==> src/rtl/mem_stage_if.sv <==
// mem_stage_if: EX->MEM, load-data return, MEM->WB and forwarding signals of the memory stage
interface mem_stage_if;
    logic        to_mem_valid;
    logic [31:0] ex_pc;
    logic [3:0]  ex_rf_we;
    logic [4:0]  ex_rf_waddr;
    logic [31:0] ex_alu_result;
    logic [2:0]  ex_ld_op;
    logic [31:0] data_sram_rdata;
    logic        data_sram_data_ok;
    logic        wb_allow_in;
    logic        mem_allow_in;
    logic        mem_valid;
    logic        mem_to_wb_valid;
    logic [31:0] mem_pc;
    logic [3:0]  mem_rf_we;
    logic [4:0]  mem_rf_waddr;
    logic [31:0] mem_rf_wdata;
    logic [3:0]  mem_fwd_we;
    logic [4:0]  mem_fwd_waddr;
    logic [31:0] mem_fwd_wdata;
    logic        mem_fwd_stall;

    modport slave (
        input  to_mem_valid, ex_pc, ex_rf_we, ex_rf_waddr, ex_alu_result, ex_ld_op,
        input  data_sram_rdata, data_sram_data_ok, wb_allow_in,
        output mem_allow_in, mem_valid, mem_to_wb_valid,
        output mem_pc, mem_rf_we, mem_rf_waddr, mem_rf_wdata,
        output mem_fwd_we, mem_fwd_waddr, mem_fwd_wdata, mem_fwd_stall
    );

    modport master (
        output to_mem_valid, ex_pc, ex_rf_we, ex_rf_waddr, ex_alu_result, ex_ld_op,
        output data_sram_rdata, data_sram_data_ok, wb_allow_in,
        input  mem_allow_in, mem_valid, mem_to_wb_valid,
        input  mem_pc, mem_rf_we, mem_rf_waddr, mem_rf_wdata,
        input  mem_fwd_we, mem_fwd_waddr, mem_fwd_wdata, mem_fwd_stall
    );
endinterface

==> src/rtl/mem_stage.sv <==
// mem_stage: pipeline memory stage with load wait/hold FSM and load alignment; MEM_STAGE_FWD_EN enables the ID forwarding bus
module mem_stage (
    input  logic       clk,
    input  logic       reset,
    mem_stage_if.slave bus
);
    typedef enum logic [1:0] {S_IDLE, S_WAIT, S_HOLD} state_t;

    state_t      state, state_nxt;
    logic        valid_r, allow_in, ready_go, accept, accept_load, is_load;
    logic [31:0] pc_r, alu_r, buf_r, ld_data, ld_wdata, rf_wdata;
    logic [3:0]  we_r, rf_we;
    logic [4:0]  waddr_r;
    logic [2:0]  ld_op_r;
    logic [7:0]  ld_byte;
    logic [15:0] ld_half;

    assign is_load     = ld_op_r != 3'b000;
    assign allow_in    = !valid_r | (ready_go & bus.wb_allow_in);
    assign accept      = bus.to_mem_valid & allow_in;
    assign accept_load = accept & (bus.ex_ld_op != 3'b000);

    // FSM state register; reset drops any outstanding load
    always_ff @(posedge clk) begin
        if (reset) state <= S_IDLE;
        else       state <= state_nxt;
    end

    // FSM next state: a new load may be accepted in the same cycle the current one retires
    always_comb begin
        state_nxt = state;
        case (state)
            S_IDLE:  state_nxt = accept_load ? S_WAIT : S_IDLE;
            S_WAIT:  state_nxt = !bus.data_sram_data_ok ? S_WAIT :
                                 !bus.wb_allow_in ? S_HOLD :
                                 accept_load ? S_WAIT : S_IDLE;
            S_HOLD:  state_nxt = !bus.wb_allow_in ? S_HOLD :
                                 accept_load ? S_WAIT : S_IDLE;
            default: state_nxt = S_IDLE;
        endcase
    end

    // FSM outputs: readiness and which copy of the load data is live
    always_comb begin
        ready_go = state == S_IDLE ? !is_load :
                   state == S_WAIT ? bus.data_sram_data_ok :
                   state == S_HOLD;
        ld_data  = state == S_HOLD ? buf_r : bus.data_sram_rdata;
    end

    // stage valid bit follows EX whenever this stage can take a new instruction
    always_ff @(posedge clk) begin
        if (reset)         valid_r <= 1'b0;
        else if (allow_in) valid_r <= bus.to_mem_valid;
    end

    // pipeline registers capture only on an actual accept
    always_ff @(posedge clk) begin
        if (reset) begin
            pc_r    <= '0;
            we_r    <= '0;
            waddr_r <= '0;
            alu_r   <= '0;
            ld_op_r <= '0;
        end else if (accept) begin
            pc_r    <= bus.ex_pc;
            we_r    <= bus.ex_rf_we;
            waddr_r <= bus.ex_rf_waddr;
            alu_r   <= bus.ex_alu_result;
            ld_op_r <= bus.ex_ld_op;
        end
    end

    // load data that arrives while WB is blocked is parked until WB accepts
    always_ff @(posedge clk) begin
        if (reset)                                                          buf_r <= '0;
        else if (state == S_WAIT && bus.data_sram_data_ok && !bus.wb_allow_in) buf_r <= bus.data_sram_rdata;
    end

    // byte/half extraction by address offset, then sign or zero extension
    always_comb begin
        ld_byte  = 8'(ld_data >> {alu_r[1:0], 3'b000});
        ld_half  = 16'(ld_data >> {alu_r[1], 4'b0000});
        ld_wdata = ld_op_r == 3'b001 ? {{24{ld_byte[7]}}, ld_byte} :
                   ld_op_r == 3'b101 ? {24'b0, ld_byte} :
                   ld_op_r == 3'b010 ? {{16{ld_half[15]}}, ld_half} :
                   ld_op_r == 3'b110 ? {16'b0, ld_half} : ld_data;
        rf_wdata = is_load ? ld_wdata : alu_r;
        rf_we    = valid_r ? we_r : 4'b0;
    end

    assign bus.mem_allow_in    = allow_in;
    assign bus.mem_valid       = valid_r;
    assign bus.mem_to_wb_valid = valid_r & ready_go;
    assign bus.mem_pc          = pc_r;
    assign bus.mem_rf_we       = rf_we;
    assign bus.mem_rf_waddr    = waddr_r;
    assign bus.mem_rf_wdata    = rf_wdata;

`ifdef MEM_STAGE_FWD_EN
    assign bus.mem_fwd_we    = rf_we;
    assign bus.mem_fwd_waddr = waddr_r;
    assign bus.mem_fwd_wdata = rf_wdata;
    assign bus.mem_fwd_stall = valid_r & is_load & !ready_go;
`else
    assign bus.mem_fwd_we    = 4'b0;
    assign bus.mem_fwd_waddr = 5'b0;
    assign bus.mem_fwd_wdata = 32'b0;
    assign bus.mem_fwd_stall = 1'b0;
`endif
endmodule

==> src/flat_wrapper.sv <==
// flat-port wrapper written by rule: the top's interface ports become plain ports
module mem_stage_flat 
  (clk, reset, bus_to_mem_valid, bus_ex_pc, bus_ex_rf_we, bus_ex_rf_waddr, bus_ex_alu_result, bus_ex_ld_op, bus_data_sram_rdata, bus_data_sram_data_ok, bus_wb_allow_in, bus_mem_allow_in, bus_mem_valid, bus_mem_to_wb_valid, bus_mem_pc, bus_mem_rf_we, bus_mem_rf_waddr, bus_mem_rf_wdata, bus_mem_fwd_we, bus_mem_fwd_waddr, bus_mem_fwd_wdata, bus_mem_fwd_stall);
  mem_stage_if bus_i ();
  input  logic clk;
  input  logic reset;
  input wire logic [$bits(bus_i.to_mem_valid)-1:0] bus_to_mem_valid;
  input wire logic [$bits(bus_i.ex_pc)-1:0] bus_ex_pc;
  input wire logic [$bits(bus_i.ex_rf_we)-1:0] bus_ex_rf_we;
  input wire logic [$bits(bus_i.ex_rf_waddr)-1:0] bus_ex_rf_waddr;
  input wire logic [$bits(bus_i.ex_alu_result)-1:0] bus_ex_alu_result;
  input wire logic [$bits(bus_i.ex_ld_op)-1:0] bus_ex_ld_op;
  input wire logic [$bits(bus_i.data_sram_rdata)-1:0] bus_data_sram_rdata;
  input wire logic [$bits(bus_i.data_sram_data_ok)-1:0] bus_data_sram_data_ok;
  input wire logic [$bits(bus_i.wb_allow_in)-1:0] bus_wb_allow_in;
  output wire logic [$bits(bus_i.mem_allow_in)-1:0] bus_mem_allow_in;
  output wire logic [$bits(bus_i.mem_valid)-1:0] bus_mem_valid;
  output wire logic [$bits(bus_i.mem_to_wb_valid)-1:0] bus_mem_to_wb_valid;
  output wire logic [$bits(bus_i.mem_pc)-1:0] bus_mem_pc;
  output wire logic [$bits(bus_i.mem_rf_we)-1:0] bus_mem_rf_we;
  output wire logic [$bits(bus_i.mem_rf_waddr)-1:0] bus_mem_rf_waddr;
  output wire logic [$bits(bus_i.mem_rf_wdata)-1:0] bus_mem_rf_wdata;
  output wire logic [$bits(bus_i.mem_fwd_we)-1:0] bus_mem_fwd_we;
  output wire logic [$bits(bus_i.mem_fwd_waddr)-1:0] bus_mem_fwd_waddr;
  output wire logic [$bits(bus_i.mem_fwd_wdata)-1:0] bus_mem_fwd_wdata;
  output wire logic [$bits(bus_i.mem_fwd_stall)-1:0] bus_mem_fwd_stall;
  assign bus_i.to_mem_valid = bus_to_mem_valid;
  assign bus_i.ex_pc = bus_ex_pc;
  assign bus_i.ex_rf_we = bus_ex_rf_we;
  assign bus_i.ex_rf_waddr = bus_ex_rf_waddr;
  assign bus_i.ex_alu_result = bus_ex_alu_result;
  assign bus_i.ex_ld_op = bus_ex_ld_op;
  assign bus_i.data_sram_rdata = bus_data_sram_rdata;
  assign bus_i.data_sram_data_ok = bus_data_sram_data_ok;
  assign bus_i.wb_allow_in = bus_wb_allow_in;
  assign bus_mem_allow_in = bus_i.mem_allow_in;
  assign bus_mem_valid = bus_i.mem_valid;
  assign bus_mem_to_wb_valid = bus_i.mem_to_wb_valid;
  assign bus_mem_pc = bus_i.mem_pc;
  assign bus_mem_rf_we = bus_i.mem_rf_we;
  assign bus_mem_rf_waddr = bus_i.mem_rf_waddr;
  assign bus_mem_rf_wdata = bus_i.mem_rf_wdata;
  assign bus_mem_fwd_we = bus_i.mem_fwd_we;
  assign bus_mem_fwd_waddr = bus_i.mem_fwd_waddr;
  assign bus_mem_fwd_wdata = bus_i.mem_fwd_wdata;
  assign bus_mem_fwd_stall = bus_i.mem_fwd_stall;
  mem_stage u_core (.clk(clk), .reset(reset), .bus(bus_i));
endmodule
==> config.mk <==
export PLATFORM = sky130hd
export DESIGN_NAME = mem_stage_flat
export DESIGN_NICKNAME = d
export VERILOG_FILES = /design/src/rtl/mem_stage_if.sv /design/src/rtl/mem_stage.sv /design/src/flat_wrapper.sv
export SDC_FILE = /design/constraint.sdc
export NUM_CORES = 1
export LEC_CHECK = 0
export ABC_AREA = 1
export BUFFER_PORTS_ARGS = -buffer_cell sky130_fd_sc_hd__buf_2
export CAP_MARGIN = 10
export CELL_PAD_IN_SITES_DETAIL_PLACEMENT = 0
export CELL_PAD_IN_SITES_GLOBAL_PLACEMENT = 2
export CORE_ASPECT_RATIO = 0.7
export CORE_UTILIZATION = 27
export DETAILED_ROUTE_END_ITERATION = 6
export HOLD_SLACK_MARGIN = 0.06
export PLACE_DENSITY = 0.84
export SKIP_LAST_GASP = 1
export SLEW_MARGIN = 30
export SYNTH_ARGS = -nofsm -noshare
export SYNTH_HDL_FRONTEND = slang
export SYNTH_SLANG_ARGS = --single-unit
==> constraint.sdc <==
create_clock -name clk -period 4.6 [get_ports clk]
set_input_delay 0.92 -clock clk [delete_from_list [all_inputs] [get_ports clk]]
set_output_delay 0.92 -clock clk [all_outputs]
set_load 0.05 [all_outputs]
[Word level (Yosys, flattened, before mapping)]
Cells that the tools add are included.
Storage, ports and cells
  register bits: 111
  bits in latches: 0
  RAM bits: 0
  ROM bits: 0
  bits of input ports: 113
  output and inout port bits: 118
  logic and storage cells: 42
  memories kept: 0
Operators by class
  add/sub/neg operators: 0
  $mul: 0
  div/mod/pow operators: 0
  magnitude comparators: 0
  equality and inequality tests: 6
  shifts and indexed selects: 2
  mux-type cells: 13
  bitwise gates (word level): 5
  reductions and logical operators: 8
Operators by type and width (number)
  $mux 32: 6
  $shr 32x5->16: 1
  $shr 32x5->8: 1
  $eq 3x3->1 const B: 2
  $pmux 2 s3: 1
  $reduce_bool 3->1: 2
  $and 1x1->1: 4
  $mux 2: 2
  $mux 4: 1
  $eq 3x1->1 const B: 1
  $eq 3x2->1 const B: 1
  $logic_not 1->1: 3
  $mux 1: 3
  $eq 2x1->1 const B: 1
  $eq 2x2->1 const B: 1
  $logic_and 1x1->1: 2
  $logic_not 2->1: 1
  $or 1x1->1: 1

[Logic depth before layout (Yosys ltp)]
  depth in word-level cells: 11
  mapped depth: 11
  gate-level depth less buffers: 9

[Least setup slack after synthesis]
Ideal clock, no wire load.
  path kind: in2out
  start: in bus_data_sram_rdata[15]
  end: out bus_mem_rf_wdata[21]
  arrival time: 2234 ps
  setup slack: 1446 ps
  cell stages on the path: 7
  path buffers: 1
  cell sequence: nand2_1 > nand2_1 > nand2_1 > nand3_2 > buf_2 > a21oi_1 > a21oi_1
On the way
  word-level cells in the longest chain between the ends: 6
Ends and longest elaborated chain
  start: declaration: RTL line flat_wrapper.sv:13  | input wire logic [$bits(bus_i.data_sram_rdata)-1:0] bus_data_sram_rdata;
  $mux 32 *: RTL line mem_stage.sv:48  | ld_data = state == S_HOLD ? buf_r : bus.data_sram_rdata;
  $shr 32x5->16: RTL line mem_stage.sv:83  | ld_half = 16'(ld_data >> {alu_r[1], 4'b0000});
  $mux 32: RTL line mem_stage.sv:86  | ld_op_r == 3'b010 ? {{16{ld_half[15]}}, ld_half} :
  $mux 32: RTL line mem_stage.sv:85  | ld_op_r == 3'b101 ? {24'b0, ld_byte} :
  $mux 32 *: RTL line mem_stage.sv:84  | ld_wdata = ld_op_r == 3'b001 ? {{24{ld_byte[7]}}, ld_byte} :
  $mux 32 *: RTL line mem_stage.sv:88  | rf_wdata = is_load ? ld_wdata : alu_r;
  end: declaration: RTL line flat_wrapper.sv:22  | output wire logic [$bits(bus_i.mem_rf_wdata)-1:0] bus_mem_rf_wdata;
Every way passes the cells marked *; elsewhere a longest branch is shown, timed or not.

[Worst setup path in the final report]
  start: reg u_core.state[0]
  end: out bus_mem_rf_wdata[16]
On the way
  word-level cells in the longest chain between the ends: 7
Ends and longest elaborated chain
  start: declaration: RTL line mem_stage.sv:9  | state_t state, state_nxt;
  start signal: assignment: RTL line mem_stage.sv:26  | else state <= state_nxt;
  $eq 2x2->1 *: RTL line mem_stage.sv:48
  $mux 32 *: RTL line mem_stage.sv:48
  $shr 32x5->16 / $mux 32 (equally long branches): RTL line mem_stage.sv:83, mem_stage.sv:87
  $mux 32: RTL line mem_stage.sv:86
  $mux 32: RTL line mem_stage.sv:85
  $mux 32 *: RTL line mem_stage.sv:84
  $mux 32 *: RTL line mem_stage.sv:88
Marks and branches as above.

==> results by group <==
Layout
  • Fin area: 7210 um^2
  • Area grow syn2layout: 19.6%
  • Ant diodes: 0
  • Nets: 1183
  • Layout cell share with drive strength beyond 1: 22.0%

Worst setup path
  • Reg2reg start: u_core.ld_op_r[0]
  • Reg-to-reg endpoint: u_core.alu_r[1]
  • Number of cells on the worst reg-to-reg path: 10
  • Most used cell, CP: nand2_2
  • CP top delay family: buffers and inverters
  • Buf+Inv Stages, Crit Path: 3
  • Critical path arrival: 2.78 ns
  • CP Max Fanout: 33
  • WP data required: 3.68 ns
  • R2R setup slack: 2.28 ns
  • Slowest CP cell: dfxtp_1
  • Max stage delay on crit path: 0.43 ns
  • Crit path capture type: output pin
  • Critical path startpoint category: flip-flop
  • CP cell instances: inv_2 > nand2_2 > buf_4 > nand2_2 > nand3_1 > nand3_1 > nand2_2 > nand2_4 > a21oi_1 > buf_2
  • Critical path class: flip-flop to output pin

Worst hold path
  • Hold crit path type: flip-flop to flip-flop
  • Hold path start: u_core.buf_r[31]
  • Hold Path Stages: 2
  • Endpoint, Worst Hold: u_core.buf_r[31]

Clock tree
  • Htree depth: 3
  • # hold bufs at CTS: 0
  • Register clock-pin slew on the reported worst setup and hold paths: 0.08 ns
  • Clk root buf: clkbuf_16
  • Post-CTS Setup Bufs: 0
  • Post-CTS sizing: 0
  • # clock sinks: 111
  • CTS max path bufs: 2
  • Clock buffer count from CTS: 9
  • Worst-Skew Late Latency: 0.37 ns
  • CTS tree: yes

Detailed routing
  • DRC: 0
  • Via count: 6303
  • Post-Route WL: 21600 um
  • DRT antenna net count: 0
  • Vias per cell: 4.64
  • Initial drt markers: 507
  • Initial DRT Pass Iterations: 5
  • WL/cell: 15.9 um

Timing
  • Period utilization: 80.3%
  • Finish-stage setup viols: 0
  • RSZ-0062 raised after global routing: false
  • Rel. slew slack: 40.7%
  • Slew @ Worst Pin: 0.889 ns
  • Setup TNS: 0 ns
  • Final Skew: 0.0113 ns
  • Fin. Hold Viols: 0
  • Post-route minimum period: 3.69 ns
  • Max Freq: 271 MHz
  • Max-slew violation count: 0

Outcome
  • Status: finished, final reports clean

Yosys
  • Post-Synthesis Cells: 920
  • Most frequent cell after synthesis: nor2_1
  • Post-synthesis register bit count: 111
  • Synthesized area: 6030 um^2
  • Mean Syn Cell Area: 6.55 um^2
  • Top cell type's share of synthesized area: 36.9%
  • Post-synth top cells: 239 x nor2_1, 115 x o21ai_0, 113 x nand3_1
  • Synth cell types: 26
  • Sequential area share after synthesis: 36.9%
  • Number of synthesized flops with an enable pin: 0
  • Ys Warns: 0
  • Yosys top cell by area: dfxtp_1
  • Largest cells by area after synthesis: dfxtp_1 37%, nor2_1 15%, o21ai_0 9.5%
  • Top_reg_cell synth: dfxtp_1
  • Ys async rst share: 0%

Flow run
  • Max capacitance violation total: 0

GRT
  • GRT busiest layer: met1
  • Largest net degree at the start of global routing: 78
  • Vias in the first global route: 5812
  • GR Util met3: 5.70%
  • First-pass GRT wire length: 33400 um
  • Total track usage: 18.7%
  • Met1 Use GR: 27.5%
  • Initial antenna violation count: 3
  • Overflow after GRT: 0
  • GR Util met2: 26.8%

Pwr
  • Pint: 1680 uW
  • Reg power frac: 36.3%
  • Max VDD drop: 0.187 mV
  • Sw Pwr: 1280 uW
  • PD cells: 411 nW/um^2
  • Logic gate share of total power: 35.8%
  • Clock Power Share: 28.0%
  • Sw Ratio: 43.2%
  • Static leakage: 0.00353 uW

Floorplan
  • Die W: 181 um
  • Die H: 127 um
  • Die area: 22900 um^2
  • Cell Rows: 45
  • Core Area: 21800 um^2
  • Ports: 231
  • Initial Utilization: 27.7%

Placement
  • Post-DP HPWL: 15600 um
  • IO Port Bufs: 188
  • Placement Cell Area: 6900 um^2
  • Final RePlAce weighted congestion: 0.818
-- cell type report --
cell class / count / area [um^2]
Multi-Input combinational cell: 698 / 3100
Clock inverter: 6 / 72.6
Timing Repair Buffer: 201 / 1040
Tap cell: 282 / 353
Fill cell: 2461 / 14600
Sequential cell: 111 / 2220
Clock buffer: 10 / 239
Inverter: 49 / 186
-- logic make-up (layout without fill, tap and decap cells) --
group           after synthesis  after routing  synth area share, %
other cells                   1             42               0.0622
compound gates              192            192                 16.6
flops                       111            111                 36.9
buf+inv                     152            266                 14.3
simple gates                464            464                 32.2
-- metrics by stage --
step / total power [uW] / utilization (%) / std cells / hold slack, ns / setup WS, ns
2_1_floorplan: 1920 / - / 961 / 0.444 / 1.45
3_3_place_gp: 2170 / 31.7 / 1341 / 0.455 / 1.40
3_5_place_dp: 2160 / 31.7 / 1341 / 0.463 / 1.29
4_1_cts: 3000 / 33.1 / 1357 / 0.475 / 0.895
5_1_grt: 3130 / 33.1 / 1357 / 0.501 / 0.655
6_report: 2970 / 33.1 / 1357 / 0.478 / 0.905
-- metal layers --
metal	routed length, um	vias to the layer above
met4	156	6
met5	40	-
met2	8820	202
met1	10900	2879
li1	-	3201
met3	1640	15
-- worst max-delay path by stage --
stage                            startpoint                    to  slack (ns)  cells after the start
finish                      u_core.state[0]  bus_mem_rf_wdata[16]        0.91                     10
global route                u_core.state[0]  bus_mem_rf_wdata[21]        0.66                     10
CTS                         u_core.state[0]  bus_mem_rf_wdata[16]        0.89                     10
detailed placement          u_core.state[0]  bus_mem_rf_wdata[16]        1.29                     10
global placement            u_core.state[0]  bus_mem_rf_wdata[23]        1.40                     10
floorplan           bus_data_sram_rdata[15]  bus_mem_rf_wdata[21]        1.45                      7
-- worst min-delay path, delay by kind of cell, from the launching register on --
family	cells	cell delay (ns)
DFF	1	0.32
buffers and inverters	1	0.06
AOI/OAI and AO/OA	1	0.05
-- registers in the layout (all words and copies together) (netlist names) --
signal	flops
u_core.alu_r	32
u_core.buf_r	32
u_core.bus.mem_pc	32
u_core.bus.mem_rf_waddr	5
u_core.bus.mem_valid	1
u_core.ld_op_r	3
u_core.state	2
u_core.we_r	4
-- power by group through the flow --
stage	sequential, uW	clock, uW	combinational (uW)
finish	1080	829	1060
global route	1080	893	1150
CTS	1080	857	1070
detailed placement	1100	0	1070
global placement	1090	0	1070
floorplan	1200	0	724
-- placed cells by master (no fill, tap or decap), drive strengths merged --
cell / netlist / layout
a21oi: 59 / 59
nor2: 240 / 240
clkinv: 3 / 5
buf: 74 / 201
a31oi: 1 / 1
o211ai: 8 / 8
inv: 46 / 50
nor3: 1 / 1
nand3: 115 / 115
conb: 1 / 42
nand2: 107 / 107
o21ai: 124 / 124
clkbuf: 29 / 10
and3: 1 / 1
dfxtp: 111 / 111
Power figures use the tool's default switching activity.
